### src/rtl/blob_pkg.sv
// Shared types and defaults for the blob bounding-box detector.
// Optional centroid output is enabled with BLOB_CENTROID_EN.
package blob_pkg;

  typedef enum logic [1:0] {S_IDLE, S_SCAN, S_DONE} state_t;

  localparam int H_ACTIVE_DEF   = 640;
  localparam int V_ACTIVE_DEF   = 480;
  localparam int PIX_W_DEF      = 8;
  localparam int MIN_PIXELS_DEF = 16;

  // Counter width able to hold every pixel of a frame.
  function automatic int cnt_width(input int h, input int v);
    return $clog2(h * v + 1);
  endfunction

endpackage

### src/rtl/blob_seq_divider.sv
// Restoring divider, one quotient bit per cycle, ITER cycles from i_start to o_done.
// Assumes the quotient fits in ITER bits; only the low Q_W bits are kept.
module blob_seq_divider #(
  parameter int NUM_W = 9,
  parameter int DEN_W = 6,
  parameter int ITER  = 6,
  parameter int Q_W   = 3
)(
  input  logic             i_clk,
  input  logic             i_rst_n,
  input  logic             i_start,
  input  logic [NUM_W-1:0] i_num,
  input  logic [DEN_W-1:0] i_den,
  output logic             o_done,
  output logic [Q_W-1:0]   o_quot
);

  localparam int IT_W = $clog2(ITER + 1);

  logic [DEN_W-1:0] rem_q, rem_src;
  logic [ITER-1:0]  lo_q, lo_src;
  logic [Q_W-1:0]   quot_q, quot_src;
  logic [IT_W-1:0]  it_q;
  logic             busy_q;
  logic [DEN_W:0]   trial, diff;
  logic             ge;

  // The load cycle already performs the first step.
  always_comb begin
    rem_src  = i_start ? DEN_W'(i_num >> ITER) : rem_q;
    lo_src   = i_start ? i_num[ITER-1:0] : lo_q;
    quot_src = i_start ? '0 : quot_q;
    trial    = {rem_src, lo_src[ITER-1]};
    diff     = trial - {1'b0, i_den};
    ge       = ~diff[DEN_W];
  end

  always_ff @(posedge i_clk or negedge i_rst_n) begin
    if (!i_rst_n) begin
      rem_q  <= '0;
      lo_q   <= '0;
      quot_q <= '0;
      it_q   <= '0;
      busy_q <= 1'b0;
      o_done <= 1'b0;
    end else begin
      o_done <= 1'b0;
      if (i_start || busy_q) begin
        rem_q  <= ge ? diff[DEN_W-1:0] : trial[DEN_W-1:0];
        lo_q   <= lo_src << 1;
        quot_q <= (quot_src << 1) | Q_W'(ge);
      end
      if (i_start) begin
        it_q   <= IT_W'(ITER - 1);
        busy_q <= (ITER > 1);
        o_done <= (ITER == 1);
      end else if (busy_q) begin
        it_q <= it_q - 1'b1;
        if (it_q == IT_W'(1)) begin
          busy_q <= 1'b0;
          o_done <= 1'b1;
        end
      end
    end
  end

  assign o_quot = quot_q;

endmodule

### src/rtl/blob_bbox_detect.sv
// Per-frame bright-pixel bounding box and count over a raster grayscale stream.
// Define BLOB_CENTROID_EN to add the centroid outputs via blob_seq_divider.
module blob_bbox_detect
  import blob_pkg::*;
#(
  parameter  int H_ACTIVE   = H_ACTIVE_DEF,
  parameter  int V_ACTIVE   = V_ACTIVE_DEF,
  parameter  int PIX_W      = PIX_W_DEF,
  parameter  int MIN_PIXELS = MIN_PIXELS_DEF,
  localparam int X_W        = $clog2(H_ACTIVE),
  localparam int Y_W        = $clog2(V_ACTIVE),
  localparam int CNT_W      = cnt_width(H_ACTIVE, V_ACTIVE)
)(
  input  logic             i_clk,
  input  logic             i_rst_n,
  input  logic             i_start,
  input  logic             i_pix_valid,
  input  logic [PIX_W-1:0] i_pix_gray,
  input  logic [PIX_W-1:0] i_thresh,
  output logic             o_busy,
  output logic             o_blob_end,
  output logic             o_blob_found,
  output logic [X_W-1:0]   o_x_min,
  output logic [X_W-1:0]   o_x_max,
  output logic [Y_W-1:0]   o_y_min,
  output logic [Y_W-1:0]   o_y_max,
  output logic [CNT_W-1:0] o_pix_count,
  output logic [X_W-1:0]   o_cx,
  output logic [Y_W-1:0]   o_cy
);

  state_t           state_q, state_d;
  logic             start_d;
  logic [PIX_W-1:0] thr_q;
  logic [X_W-1:0]   x_q, xmin_q, xmax_q;
  logic [Y_W-1:0]   y_q, ymin_q, ymax_q;
  logic [CNT_W-1:0] cnt_q;
  logic             rise, arm, eol, last_px, px_take, bright, finish, found;

  always_comb begin
    rise    = i_start & ~start_d;
    arm     = (state_q == S_IDLE) && rise;
    eol     = (x_q == X_W'(H_ACTIVE - 1));
    last_px = i_pix_valid && eol && (y_q == Y_W'(V_ACTIVE - 1));
    // The final pixel still counts when i_start drops on that same cycle.
    px_take = (state_q == S_SCAN) && i_pix_valid && (i_start || last_px);
    bright  = (i_pix_gray >= thr_q);
    found   = (cnt_q >= CNT_W'(MIN_PIXELS));
  end

  always_comb begin
    state_d = state_q;
    case (state_q)
      S_IDLE: if (rise) state_d = S_SCAN;
      S_SCAN: begin
        if (last_px)       state_d = S_DONE;
        else if (!i_start) state_d = S_IDLE;
      end
      S_DONE: if (finish) state_d = S_IDLE;
      default: state_d = S_IDLE;
    endcase
  end

  always_ff @(posedge i_clk or negedge i_rst_n) begin
    if (!i_rst_n) begin
      state_q <= S_IDLE;
      start_d <= 1'b0;
    end else begin
      state_q <= state_d;
      start_d <= i_start;
    end
  end

  always_ff @(posedge i_clk or negedge i_rst_n) begin
    if (!i_rst_n) begin
      thr_q        <= '0;
      x_q          <= '0;
      y_q          <= '0;
      xmin_q       <= '0;
      xmax_q       <= '0;
      ymin_q       <= '0;
      ymax_q       <= '0;
      cnt_q        <= '0;
      o_blob_end   <= 1'b0;
      o_blob_found <= 1'b0;
      o_x_min      <= '0;
      o_x_max      <= '0;
      o_y_min      <= '0;
      o_y_max      <= '0;
      o_pix_count  <= '0;
    end else begin
      o_blob_end <= 1'b0;
      if (arm) begin
        thr_q        <= i_thresh;
        x_q          <= '0;
        y_q          <= '0;
        xmin_q       <= '1;
        ymin_q       <= '1;
        xmax_q       <= '0;
        ymax_q       <= '0;
        cnt_q        <= '0;
        o_blob_found <= 1'b0;
        o_x_min      <= '0;
        o_x_max      <= '0;
        o_y_min      <= '0;
        o_y_max      <= '0;
        o_pix_count  <= '0;
      end
      if (px_take) begin
        if (bright) begin
          if (x_q < xmin_q) xmin_q <= x_q;
          if (x_q > xmax_q) xmax_q <= x_q;
          if (y_q < ymin_q) ymin_q <= y_q;
          if (y_q > ymax_q) ymax_q <= y_q;
          if (cnt_q != '1) cnt_q <= cnt_q + 1'b1;
        end
        if (eol) begin
          x_q <= '0;
          y_q <= y_q + 1'b1;
        end else begin
          x_q <= x_q + 1'b1;
        end
      end
      if (state_q == S_DONE && finish) begin
        o_blob_end   <= 1'b1;
        o_blob_found <= found;
        o_x_min      <= found ? xmin_q : '0;
        o_x_max      <= found ? xmax_q : '0;
        o_y_min      <= found ? ymin_q : '0;
        o_y_max      <= found ? ymax_q : '0;
        o_pix_count  <= cnt_q;
      end
    end
  end

  assign o_busy = (state_q != S_IDLE);

`ifdef BLOB_CENTROID_EN
  localparam int SX_W = X_W + CNT_W;
  localparam int SY_W = Y_W + CNT_W;

  logic [SX_W-1:0] sum_x_q;
  logic [SY_W-1:0] sum_y_q;
  logic            div_run_q, div_start, dx_done, dy_done;
  logic [X_W-1:0]  dx_quot;
  logic [Y_W-1:0]  dy_quot;

  assign div_start = (state_q == S_DONE) && (cnt_q != '0) && !div_run_q;
  assign finish    = (cnt_q == '0) || (div_run_q && dx_done && dy_done);

  always_ff @(posedge i_clk or negedge i_rst_n) begin
    if (!i_rst_n) begin
      sum_x_q   <= '0;
      sum_y_q   <= '0;
      div_run_q <= 1'b0;
      o_cx      <= '0;
      o_cy      <= '0;
    end else begin
      if (arm) begin
        sum_x_q <= '0;
        sum_y_q <= '0;
        o_cx    <= '0;
        o_cy    <= '0;
      end
      if (px_take && bright) begin
        sum_x_q <= sum_x_q + SX_W'(x_q);
        sum_y_q <= sum_y_q + SY_W'(y_q);
      end
      if (div_start) div_run_q <= 1'b1;
      if (state_q == S_DONE && finish) begin
        div_run_q <= 1'b0;
        o_cx      <= (cnt_q == '0) ? '0 : dx_quot;
        o_cy      <= (cnt_q == '0) ? '0 : dy_quot;
      end
    end
  end

  // x and y run in parallel so both quotients land on the same cycle.
  blob_seq_divider #(.NUM_W(SX_W), .DEN_W(CNT_W), .ITER(CNT_W), .Q_W(X_W)) u_div_x (
    .i_clk(i_clk), .i_rst_n(i_rst_n), .i_start(div_start),
    .i_num(sum_x_q), .i_den(cnt_q), .o_done(dx_done), .o_quot(dx_quot)
  );

  blob_seq_divider #(.NUM_W(SY_W), .DEN_W(CNT_W), .ITER(CNT_W), .Q_W(Y_W)) u_div_y (
    .i_clk(i_clk), .i_rst_n(i_rst_n), .i_start(div_start),
    .i_num(sum_y_q), .i_den(cnt_q), .o_done(dy_done), .o_quot(dy_quot)
  );
`else
  assign finish = 1'b1;
  assign o_cx   = '0;
  assign o_cy   = '0;
`endif

endmodule

### config.mk
export PLATFORM = sky130hd
export DESIGN_NAME = blob_bbox_detect
export DESIGN_NICKNAME = d
export VERILOG_FILES = /design/src/rtl/blob_pkg.sv /design/src/rtl/blob_seq_divider.sv /design/src/rtl/blob_bbox_detect.sv
export SDC_FILE = /design/constraint.sdc
export NUM_CORES = 1
export LEC_CHECK = 0
export ABC_CLOCK_PERIOD_IN_PS = 2200
export CAP_MARGIN = 30
export CORE_ASPECT_RATIO = 1.4
export CORE_MARGIN = 2
export CORE_UTILIZATION = 40
export DETAILED_ROUTE_END_ITERATION = 10
export DONT_BUFFER_PORTS = 1
export PLACE_DENSITY = 0.68
export RECOVER_POWER = 50
export SETUP_SLACK_MARGIN = 0.4
export SLEW_MARGIN = 5
export SYNTH_ARGS = -nofsm -noshare
export SYNTH_HDL_FRONTEND = slang
export SYNTH_SLANG_ARGS = --single-unit
### constraint.sdc
create_clock -name i_clk -period 2.2 [get_ports i_clk]
set_input_delay 0.11 -clock i_clk [delete_from_list [all_inputs] [get_ports i_clk]]
set_output_delay 0.11 -clock i_clk [all_outputs]
set_load 0.01 [all_outputs]
==> After elaboration in Yosys (flattened, before gate mapping) <==
Index checks and enable logic that the tools add are counted.
{ "word_totals": {"register_bits": 146, "inputBits": 20, "out_inout_bits": 79} }
{ "op_classes": {"addsub": 3, "order_cmp": 6, "eq_ne": 7, "n_mux": 44, "bitwise": 2, "n_reduce_logical": 11} }
{ "op_table": {"columns": ["operator", "count"], "rows": [
  ["2-to-1 mux 10 bit", 15],
  ["2-to-1 mux 9 bit", 16],
  ["2-to-1 mux 19 bit", 6],
  ["adder 19 x 1 -> 19 bit, second input constant", 1],
  ["greater-or-equal comparator 19 x 5 -> 1 bit, second input constant", 1],
  ["inequality test 19 bit, second input constant", 1],
  ["adder 10 x 1 -> 10 bit, second input constant", 1],
  ["equality test 10 bit, second input constant", 1],
  ["greater-than comparator 10 bit", 1],
  ["less-than comparator 10 bit", 1],
  ["adder 9 x 1 -> 9 bit, second input constant", 1],
  ["equality test 9 bit, second input constant", 1],
  ["greater-than comparator 9 bit", 1],
  ["less-than comparator 9 bit", 1],
  ["greater-or-equal comparator 8 bit", 1],
  ["2-to-1 mux 2 bit", 3],
  ["nonzero test 2 bit", 3],
  ["logical AND 1 bit", 5],
  ["one-hot mux 2 bit (2 select lines)", 1],
  ["2-to-1 mux 1 bit", 3],
  ["inequality test 3 bit, second input constant", 1],
  ["equality test 2 x 1 -> 1 bit, second input constant", 1],
  ["equality test 2 bit, second input constant", 1],
  ["logical NOT 2 bit", 1],
  ["5 further kinds", 5]
]} }

==> Logic depth before layout (Yosys ltp) <==
Gate-level depths: netlist of run 1.
{ "logic_depth": {"word_depth": 7, "depth_mapped": 9} }

==> Least setup slack after synthesis of run 1 <==
OpenSTA, ideal clock, no wires.
{ "synth_timing": {"kind": "register to register", "from": "reg cnt_q[0]", "to": "reg cnt_q[11]", "setup_ns": 0.124, "arrival_ns": 2.136, "setup_slack_ns": -0.060, "stages_incl_launch_ff": 9, "synth_period_minus_slack_ns": 2.260, "cell_sequence": "dfrtp_1 ha_1 nand3_2 or4_4 or2_1 and3_4 buf_6 and3_1 a211o_1"} }
{ "synth_via": {"elab_chain_len": 4, "elab_cells_between_ends": 5, "cone_classes": "add/sub: 1; eq/ne: 1; mux: 3"} }
{ "synth_lines": {"columns": ["element", "line_no", "source"], "rows": [
  ["start: declaration", "blob_bbox_detect.sv:37", "logic [CNT_W-1:0] cnt_q;"],
  ["start signal: assignment", "blob_bbox_detect.sv:115", "if (cnt_q != '1) cnt_q <= cnt_q + 1'b1;"],
  ["adder 19 x 1 -> 19 bit or inequality test 19 bit (tied branches)", "blob_bbox_detect.sv:115", null],
  ["2-to-1 mux 19 bit (*)", "blob_bbox_detect.sv:115", null],
  ["2-to-1 mux 19 bit (*)", "blob_bbox_detect.sv:110", "if (bright) begin"],
  ["2-to-1 mux 19 bit (*)", "blob_bbox_detect.sv:109", "if (px_take) begin"]
]} }
Mark *: on every way between the ends. The rest lies on a longest branch, timed or not.
A chain may end at the register's enable or synchronous reset.

==> Final worst setup path of run 1 <==
{ "layout_timing": {"from": "reg cnt_q[0]", "to": "reg cnt_q[7]"} }
Same word-level chain as after synthesis.

==> flow_metrics.tcl, run 1 <==
set metrics [dict create \
    yosys_warnings 0 \
    swShare_pct 23.3 \
    combPwrFrac_pct 10.1 \
    use_met1_pct 24.4 \
    cts_buffer_depth 2 \
    io_pins 99 \
    dp.cells 1035 \
    antenna_found_initial 0 \
    synthCells 750 \
    hold_path_class "input pin to async pin" \
    design_area_um2 9900 \
    r2r-end "cnt_q[7]$_DFF_PN0_" \
    cts.sinks 146 \
    syn_area_per_cell_um2 9.98 \
    clock_latency_ns 0.42 \
    regToRegStartpoint "cnt_q[0]$_DFF_PN0_" \
    cts_buffers 17 \
    finalNetCount 921 \
    vias 6020 \
    cts-htree-levels 4 \
    worst_pin_slew_ns 0.644 \
    ys_seq_elements 146 \
    violations "hold timing, setup timing" \
    vdd_drop_max_v 0.000478 \
    p_leak_nw 4.67 \
    cp.buffers_inverters 1 \
    drv_slew 0 \
    grt_max_degree 147 \
    arrival_ns 2.57 \
    cp_common_cell "and3_4" \
    final_cells 1110 \
    reg2reg_depth 8 \
    grt_pass1_wl_um 32000 \
    fin_ws_ns -0.0668 \
    critPathCaptureType "register" \
    seq_area_frac_synth_pct 48.8 \
    core_um2 18500 \
    max_freq_mhz 441 \
    hold_viol 146 \
    antenna_cells 0 \
    synth_cell_types 60 \
    syn2layout_area_growth_pct 32.2 \
    drt_wl_total_um 20300 \
    regArea_um2 3650 \
    fin_crit_sh_pct 103 \
    dpl_cell_area_um2 8330 \
    cp_max_fo 8 \
    wl_per_cell_um 18.3 \
    cts_hold_buf 9 \
    cts_tree "built" \
    ant_nets 0 \
    rsz0062_at_grt "yes" \
    drtIter0Drc 309 \
    required_ns 2.50 \
    rows 59 \
    start_kind "register" \
    grt_pass1_vias 6061 \
    p_seq_share_pct 41.0 \
    multi_input_area_um2 3910 \
    fin_crit_ns 2.27 \
    cts_root_buf "clkbuf_16" \
    routed_via_density 5.42 \
    slowest_stage "or4_4" \
    grt_overflow_total 0 \
    p_int_mw 5.37 \
    worst_clock_skew_ns 0.00883 \
    drive_gt1_share_pct 25.8 \
    die_w_um 120 \
    synth_area_um2 7490 \
    slowest_delay_ns 0.51 \
    finish.utilization_pct 53.6 \
    ys.flop_type "dfrtp_1" \
    gp_congestion 0.858 \
    remaining_drc_errors 0 \
    path_delay_family "simple AND/OR/NAND/NOR gates" \
    io_buffers 0 \
    clock_power_share_pct 48.9 \
    start_util_pct 40.6 \
    cts.reportedPaths.clkPinSlew_ns 0.06 \
    criticalPathCategory "register to register" \
    use_met3_pct 4.46 \
    crit_path_cell_trace "ha_2 -> nand3_2 -> or4_4 -> or2_4 -> and3_4 -> buf_12 -> and3_4 -> a221o_1" \
    pre_cts_ws_ns -0.120 \
    synth_edf_count 0 \
    setup_violations 20 \
    p_sw_mw 1.63 \
    grtUsageTotal_pct 20.3 \
    status "finished with violations" \
    top_usage_layer "met2" \
    n_fill_cell 1580 \
    ff2ff_setup_slack_ns -0.07 \
    slew_headroom_pct 57.0 \
    dr.pass1.iters 5 \
    powerDensity_nw_per_um2 707 \
    hold_ws_ns -0.618 \
    synth-async-reset-ratio_pct 100 \
    dpl.hpwl_um 12600 \
    max_cap_violations 0 \
    grt_util_met2_pct 34.8 \
    dieArea_um2 19800 \
    die_height_um 166 \
]
-- layer usage --
metal  share of wire [%]  wire (µm)  up-vias
li1                    -          -     2819
met4                 3.2        642        0
met2                  51      10500      176
met1                  41       8280     2978
met3                 4.6        944       47
met5                   0          0        -
-- per-stage QoR --
stage          hold slack [ns]  TNS [ns]  total power, mW
2_1_floorplan           -0.186   -0.0203             3.29
3_3_place_gp            -0.182    -0.298             3.42
3_5_place_dp            -0.182     -1.67             3.43
4_1_cts                 -0.636    -0.651             6.96
5_1_grt                 -0.640     -4.19             7.25
6_report                -0.618    -0.403             7.00
-- cell usage in the layout, fill, tap and decap left out, types with 6 or more instances in the layout --
cell type | netlist | routed
a211o_1 | 6 | 6
a21o_1 | 8 | 8
a21oi_1 | 22 | 17
a22o_1 | 39 | 39
and3_1 | 15 | 8
and3_4 | 1 | 8
buf_12 | 0 | 7
buf_4 | 20 | 68
buf_6 | 1 | 28
bufinv_16 | 0 | 7
clkbuf_16 | 0 | 17
conb_1 | 1 | 19
dfrtp_1 | 146 | 146
dlygate4sd3_1 | 0 | 9
ha_1 | 48 | 40
inv_1 | 68 | 64
mux2i_1 | 39 | 38
nand2_1 | 82 | 79
nand3_1 | 30 | 23
nand3_2 | 1 | 7
nand4_1 | 12 | 12
nor2_1 | 40 | 35
nor3_1 | 9 | 9
o21ai_0 | 55 | 33
o21ai_1 | 0 | 14
o21ai_2 | 1 | 7
xnor2_1 | 7 | 7
-- logic make-up (layout without fill, tap and decap cells) --
family | Yosys count | count (layout) | synth area share, %
muxes | 41 | 41 | 5.51
other | 1 | 19 | 0.0501
xor gates and xnor gates | 7 | 7 | 0.819
adders and majority gates | 48 | 48 | 8.02
buffers and inverters | 120 | 215 | 7.25
DFF | 146 | 146 | 48.8
AOI/OAI and AO/OA | 159 | 159 | 14.5
and+or+nand+nor | 228 | 231 | 15.1
-- registers in the layout, summed over array words and instances, names as in the netlist --
register	flops
thr_q	8
o_pix_count	19
o_y_min	9
y_q	9
o_x_max	10
start_d	1
xmin_q	10
ymax_q	9
o_blob_found	1
xmax_q	10
x_q	10
ymin_q	9
o_x_min	10
o_y_max	9
o_blob_end	1
cnt_q	19
state_q	2
-- cell usage after synthesis, types with 2 or more instances --
cell / instances / area [µm²]
a211o_1: 6 / 52.6
a211oi_1: 3 / 22.5
a21o_1: 8 / 60.1
a21oi_1: 22 / 110
a221o_1: 3 / 30.0
a22o_1: 39 / 342
a31oi_1: 2 / 12.5
and2_1: 2 / 12.5
and3_1: 15 / 93.8
and4_1: 7 / 61.3
buf_1: 2 / 7.51
buf_2: 8 / 40.0
buf_4: 20 / 150
clkbuf_1: 20 / 75.1
dfrtp_1: 146 / 3650
ha_1: 48 / 601
inv_1: 68 / 255
mux2_2: 2 / 22.5
mux2i_1: 39 / 390
nand2_1: 82 / 308
nand2b_1: 5 / 31.3
nand3_1: 30 / 150
nand4_1: 12 / 75.1
nor2_1: 40 / 150
nor2b_1: 5 / 31.3
nor3_1: 9 / 45.0
nor3b_1: 4 / 30.0
nor4_1: 4 / 25.0
o21a_1: 2 / 15.0
o21ai_0: 55 / 275
o31ai_1: 7 / 52.6
xnor2_1: 7 / 61.3
-- power by group through the flow --
stage	combinational, mW	sequential [mW]	clock (mW)
floorplan	0.393	2.89	0
global placement	0.508	2.91	0
detailed placement	0.524	2.91	0
CTS	0.621	2.86	3.48
global route	0.782	2.88	3.59
finish	0.707	2.87	3.42
-- repair_timing --
item                                    CTS  global route
gates cloned                              2             2
resized for setup                        68            63
pin swaps                                29            30
buffers inserted                         15            15
endpoints found under the setup margin  115            92
hold endpoints to repair                156           146
-- cell type report --
cell class,instances,share of cell area [%]
multi-input cells,505,39.5
flip-flops and latches,146,36.9
repair buffers,114,11.0
clock buffers,19,4.37
well taps,244,3.08
inverters,69,2.63
clock inverters,13,2.59
-- how the worst max path moves through the flow --
stage | startpoint | endpoint | slack, ns | cells after the start
after floorplan | cnt_q[0]$_DFF_PN0_ | cnt_q[13]$_DFF_PN0_ | -0.004 | 8
after global placement | thr_q[7]$_DFFE_PN0P_ | cnt_q[11]$_DFF_PN0_ | -0.04 | 10
after detailed placement | thr_q[6]$_DFFE_PN0P_ | ymin_q[0]$_DFF_PN0_ | -0.12 | 8
after CTS | thr_q[0]$_DFFE_PN0P_ | xmax_q[2]$_DFF_PN0_ | -0.06 | 9
after global routing | y_q[1]$_DFF_PN0_ | ymin_q[5]$_DFF_PN0_ | -0.16 | 9
final | cnt_q[0]$_DFF_PN0_ | cnt_q[7]$_DFF_PN0_ | -0.07 | 8
(Power assumes the default switching activity.)
==> inputs of run 2 (changes only) <==
--- a/config.mk
+++ b/config.mk
@@ -5,14 +5,14 @@
 export SDC_FILE = /design/constraint.sdc
 export NUM_CORES = 1
 export LEC_CHECK = 0
-export ABC_CLOCK_PERIOD_IN_PS = 2200
+export ABC_CLOCK_PERIOD_IN_PS = 2580
 export CAP_MARGIN = 30
 export CORE_ASPECT_RATIO = 1.4
 export CORE_MARGIN = 2
 export CORE_UTILIZATION = 40
 export DETAILED_ROUTE_END_ITERATION = 10
 export DONT_BUFFER_PORTS = 1
-export PLACE_DENSITY = 0.68
+export PLACE_DENSITY = 0.66
 export RECOVER_POWER = 50
 export SETUP_SLACK_MARGIN = 0.4
 export SLEW_MARGIN = 5
==> constraint.sdc (replaced) <==
create_clock -name i_clk -period 2.58 [get_ports i_clk]
set_input_delay 0.129 -clock i_clk [delete_from_list [all_inputs] [get_ports i_clk]]
set_output_delay 0.129 -clock i_clk [all_outputs]
set_load 0.01 [all_outputs]
==> run 2 against run 1 <==
  * The flow finishes with violations (hold timing)
  * Core utilization shrank 4.6 points
  * Hold slack gained 0.023 ns
  * Setup slack gained 0.39 ns
  * Cell area shrank 8.6%
  * Die area is the same
  * Combinational power shrank 30%
  * Global-route usage shrank 1.4 points
  * Clock skew grew 0.0032 ns
==> flow_metrics.tcl, run 2 (same netlist as run 1, synthesis figures left out) <==
set metrics [dict create \
    ant_nets 0 \
    die_w_um 120 \
    vdd_drop_max_v 0.000387 \
    grt_pass1_wl_um 29800 \
    finalNetCount 872 \
    setup_violations 0 \
    start_util_pct 40.6 \
    hold_ws_ns -0.596 \
    cp_max_fo 5 \
    cts_buffers 17 \
    io_buffers 0 \
    grt_overflow_total 0 \
    core_um2 18500 \
    final_common_cell "dfrtp_1" \
    syn2layout_area_growth_pct 20.8 \
    dp.cells 994 \
    cts_hold_buf 9 \
    cts.reportedPaths.clkPinSlew_ns 0.07 \
    cp_common_cell "and3_4" \
    dieArea_um2 19800 \
    rsz0062_at_grt "yes" \
    ff2ff_setup_slack_ns 0.32 \
    cts_tree "built" \
    slowest_stage "or4_4" \
    final_cells 1061 \
    fin_crit_ns 2.26 \
    path_delay_family "simple AND/OR/NAND/NOR gates" \
    io_pins 99 \
    drive_gt1_share_pct 18.0 \
    cts_root_buf "clkbuf_16" \
    status "finished with violations" \
    routed_via_density 5.41 \
    dpl.hpwl_um 11900 \
    required_ns 2.89 \
    drv_slew 0 \
    max_cap_violations 0 \
    hold_path_class "input pin to async pin" \
    layout_common_cells "141 x dfrtp_1, 81 x nand2_1, 63 x inv_1, 54 x o21ai_0, 50 x buf_4" \
    fin_tns_setup_ns 0 \
    worst_clock_skew_ns 0.0120 \
    die_height_um 166 \
    drt_wl_total_um 18200 \
    crit_path_cell_trace "ha_4 -> nand3_4 -> or4_4 -> or2_4 -> and3_4 -> buf_8 -> and3_4 -> a221o_1" \
    fin_crit_sh_pct 87.7 \
    cp.buffers_inverters 1 \
    worst_pin_slew_ns 0.889 \
    grt_pass1_vias 5695 \
    largestRegisters "cnt_q: 19 flops, o_pix_count: 19 flops" \
    remaining_drc_errors 0 \
    wl_per_cell_um 17.1 \
    start_kind "register" \
    cts_buffer_depth 2 \
    rows 59 \
    p_leak_nw 4.29 \
    grtUsageTotal_pct 18.9 \
    clock_latency_ns 0.43 \
    cts.sinks 146 \
    grt_max_degree 147 \
    antenna_cells 0 \
    criticalPathCategory "register to register" \
    vias 5745 \
    violations "hold timing" \
    slew_headroom_pct 40.6 \
    antenna_found_initial 0 \
    powerDensity_nw_per_um2 595 \
    drtIter0Drc 424 \
    slowest_delay_ns 0.53 \
    max_freq_mhz 442 \
    arrival_ns 2.57 \
    critPathCaptureType "register" \
    dr.pass1.iters 8 \
    cts-htree-levels 4 \
    gp_congestion 0.852 \
    hold_viol 146 \
]
==> run 2: through the flow <==
stage	total power [mW]	utilization [%]	cell area, µm²	setup WS [ns]
3_5_place_dp	2.87	43.0	7930	0.149
3_3_place_gp	2.86	43.0	7930	0.205
5_1_grt	5.59	49.0	9040	0.248
4_1_cts	5.39	47.6	8790	0.356
2_1_floorplan	2.77	-	7610	0.347
6_report	5.38	49.0	9040	0.318
==> run 2: layout make-up <==
type	instances	area (µm²)
clock buffers	18	439
clock inverters	14	143
fillers	1669	9410
inverters	69	259
multi-input cells	502	3650
flip-flops and latches	146	3660
well taps	244	305
repair buffers	68	587
==> run 2: final timing paths <==
check	from	endpoint	cells past startpoint
max	cnt_q[1]$_DFF_PN0_	cnt_q[7]$_DFF_PN0_	8
min	i_rst_n	ymin_q[3]$_DFF_PN0_	0
min in group i_clk	i_pix_valid	state_q[1]$_DFFE_PN0P_	3
max reg2reg	cnt_q[1]$_DFF_PN0_	cnt_q[7]$_DFF_PN0_	8
min reg2reg	thr_q[0]$_DFFE_PN0P_	thr_q[0]$_DFFE_PN0P_	2
max in group asynchronous	i_rst_n	y_q[4]$_DFF_PN0_	0
==> run 2: metal layers <==
layer  GRT usage (%)  share of wire [%]
met5               0                  0
met3            4.98                4.5
met4            5.98                2.1
met1            22.0                 41
met2            33.4                 52
==> run 2: repair_timing <==
item,4_1_cts,5_1_grt
endpoints found under the setup margin,71,59
gates resized for setup,27,27
pin swaps,7,18
buffers inserted,8,14
hold endpoints to repair,156,146
cloned,1,3
==> run 2: power by group <==
| group | internal, mW | leakage (nW) | switching, mW |
|---|---|---|---|
| Clock | 1.38 | 0.276 | 1.06 |
| Sequential | 2.38 | 1.93 | 0.0722 |
| Combinational | 0.221 | 2.08 | 0.273 |
==> inputs of run 3 (changes only) <==
--- a/config.mk
+++ b/config.mk
@@ -5,9 +5,9 @@
 export SDC_FILE = /design/constraint.sdc
 export NUM_CORES = 1
 export LEC_CHECK = 0
-export ABC_CLOCK_PERIOD_IN_PS = 2580
+export ABC_CLOCK_PERIOD_IN_PS = 2350
 export CAP_MARGIN = 30
-export CORE_ASPECT_RATIO = 1.4
+export CORE_ASPECT_RATIO = 1.1
 export CORE_MARGIN = 2
 export CORE_UTILIZATION = 40
 export DETAILED_ROUTE_END_ITERATION = 10
==> constraint.sdc (replaced) <==
create_clock -name i_clk -period 2.35 [get_ports i_clk]
set_input_delay 0.1175 -clock i_clk [delete_from_list [all_inputs] [get_ports i_clk]]
set_output_delay 0.1175 -clock i_clk [all_outputs]
set_load 0.01 [all_outputs]
==> run 3 against run 2 <==
  * The run still ends with hold timing left
  * Global-route usage grew 1.2 points
  * Sequential share of layout area down 2.1 points
  * Register-to-register slack got worse by 0.26 ns
  * Sequential power grew 9.4%
  * First-iteration DRC count decreased by 21%
  * Clock power is 2% higher
  * Combinational power is 27% higher
  * Critical path depth is 1 higher
  * Setup slack got worse by 0.26 ns
  * Core utilization up 2.9 points
  * Clock-buffer cell count is 1 higher
  * Critical endpoint is now cnt_q[8]$_DFF_PN0_
  * Largest power group unchanged
  * Highest routed layer unchanged
==> flow_metrics.tcl, run 3 (same netlist as run 1, synthesis figures left out) <==
set metrics [dict create \
    rows 52 \
    finalNetCount 909 \
    fin_ws_ns 0.0561 \
    start_kind "register" \
    required_ns 2.65 \
    arrival_ns 2.59 \
    cts-htree-levels 4 \
    remaining_drc_errors 0 \
    crit_path_cell_trace "ha_2 -> and4_4 -> nand4_1 -> o21ai_4 -> buf_6 -> and3_4 -> nor2_4 -> buf_6 -> a221o_1" \
    fin_tns_setup_ns 0 \
    grt_overflow_total 0 \
    antenna_found_initial 0 \
    cts.sinks 146 \
    fin_crit_ns 2.29 \
    vdd_drop_max_v 0.000544 \
    syn2layout_area_growth_pct 27.1 \
    cts_root_buf "clkbuf_16" \
    grt_pass1_vias 5974 \
    dieArea_um2 19800 \
    io_pins 99 \
    antenna_cells 0 \
    hold_viol 146 \
    ant_nets 0 \
    grt_max_degree 147 \
    n_fill_cell 1649 \
    drtIter0Drc 333 \
    worst_clock_skew_ns 0.0148 \
    grtUsageTotal_pct 20.0 \
    drive_gt1_share_pct 23.8 \
    cts_hold_buf 9 \
    cp.buffers_inverters 2 \
    swShare_pct 26.5 \
    cts_buffer_depth 2 \
    criticalPathCategory "register to register" \
    cts_tree "built" \
    dpl_cell_area_um2 8080 \
    hold_ws_ns -0.596 \
    path_delay_family "simple AND/OR/NAND/NOR gates" \
    max_freq_mhz 436 \
    wl_per_cell_um 17.8 \
    powerDensity_nw_per_um2 608 \
    grt_pass1_wl_um 31200 \
    fin_crit_sh_pct 97.6 \
    finish.utilization_pct 51.9 \
    regArea_um2 3660 \
    multi_input_area_um2 3850 \
    p_int_mw 4.26 \
    routed_via_density 5.42 \
    slowest_delay_ns 0.37 \
    violations "hold timing" \
    status "finished with violations" \
    drv_slew 0 \
    die_height_um 148 \
    p_seq_share_pct 46.3 \
    cp_max_fo 6 \
    critPathCaptureType "register" \
    design_area_um2 9520 \
    p_sw_mw 1.53 \
    pre_cts_ws_ns 0.0314 \
    start_util_pct 40.8 \
    drt_wl_total_um 19500 \
    cts_buffers 17 \
    cp_common_cell "buf_6" \
    die_w_um 134 \
    io_buffers 0 \
    rsz0062_at_grt "yes" \
    final_common_cell "dfrtp_1" \
    gp_congestion 0.846 \
    hold_path_class "input pin to async pin" \
    setup_violations 0 \
    slowest_stage "dfrtp_1" \
    dr.pass1.iters 6 \
    max_cap_violations 0 \
    layout_common_cells "144 x dfrtp_1, 80 x nand2_1, 68 x inv_1, 68 x buf_4, 41 x ha_1" \
    dpl.hpwl_um 11900 \
    clock_latency_ns 0.43 \
    p_leak_nw 4.49 \
    combPwrFrac_pct 10.8 \
    clock_power_share_pct 42.9 \
    vias 5946 \
    cts.reportedPaths.clkPinSlew_ns 0.06 \
    core_um2 18300 \
    largestRegisters "cnt_q: 19 flops, o_pix_count: 19 flops" \
]
## run 3: worst paths after layout
kind                            cells after the start           startpoint  slack (ns)                endpoint
worst max-delay path                                9     y_q[1]$_DFF_PN0_        0.06      cnt_q[8]$_DFF_PN0_
min in group i_clk                                  3              i_start        0.09        y_q[4]$_DFF_PN0_
worst min-delay path                                0              i_rst_n       -0.60  o_y_min[6]$_DFFE_PN0P_
max in group asynchronous                           0              i_rst_n        2.65     ymin_q[7]$_DFF_PN0_
worst min register to register                      1  ymax_q[7]$_DFF_PN0_        0.52  o_y_max[7]$_DFFE_PN0P_
worst max register to register                      9     y_q[1]$_DFF_PN0_        0.06      cnt_q[8]$_DFF_PN0_
## run 3: per-layer routing
layer	vias to the layer above	track usage, %	wire length [µm]
li1	2803	-	-
met1	2978	25.1	8570
met2	141	33.8	9860
met3	24	4.90	799
met4	0	6.89	293
met5	-	0	0
## run 3: area by class of cell
| type | count | area share (%) |
|---|---|---|
| Sequential cell | 146 | 38.4 |
| Inverter | 69 | 2.72 |
| Clock inverter | 13 | 1.09 |
| Timing Repair Buffer | 102 | 9.58 |
| Multi-Input combinational cell | 505 | 40.5 |
| Clock buffer | 19 | 4.55 |
| Tap cell | 243 | 3.19 |
## run 3: power by group through the flow
stage / clock (mW) / sequential [mW] / combinational, mW
2_1_floorplan: 0 / 2.71 / 0.344
3_3_place_gp: 0 / 2.72 / 0.443
3_5_place_dp: 0 / 2.73 / 0.455
4_1_cts: 2.54 / 2.68 / 0.548
5_1_grt: 2.64 / 2.69 / 0.698
6_report: 2.48 / 2.68 / 0.626
## run 3: what timing repair did
| action | 4_1_cts | 5_1_grt |
|---|---|---|
| buffers inserted | 24 | 15 |
| pin swaps | 15 | 15 |
| endpoints found under the hold margin | 156 | 146 |
| cloned | 4 | 1 |
| gates resized for setup | 48 | 67 |
| setup endpoints to repair | 110 | 114 |
## run 3: stage by stage
step	total power, mW	instances
finish	5.79	1097
global route	6.03	1097
CTS	5.77	1081
detailed placement	3.18	1012
global placement	3.17	1012
floorplan	3.05	768
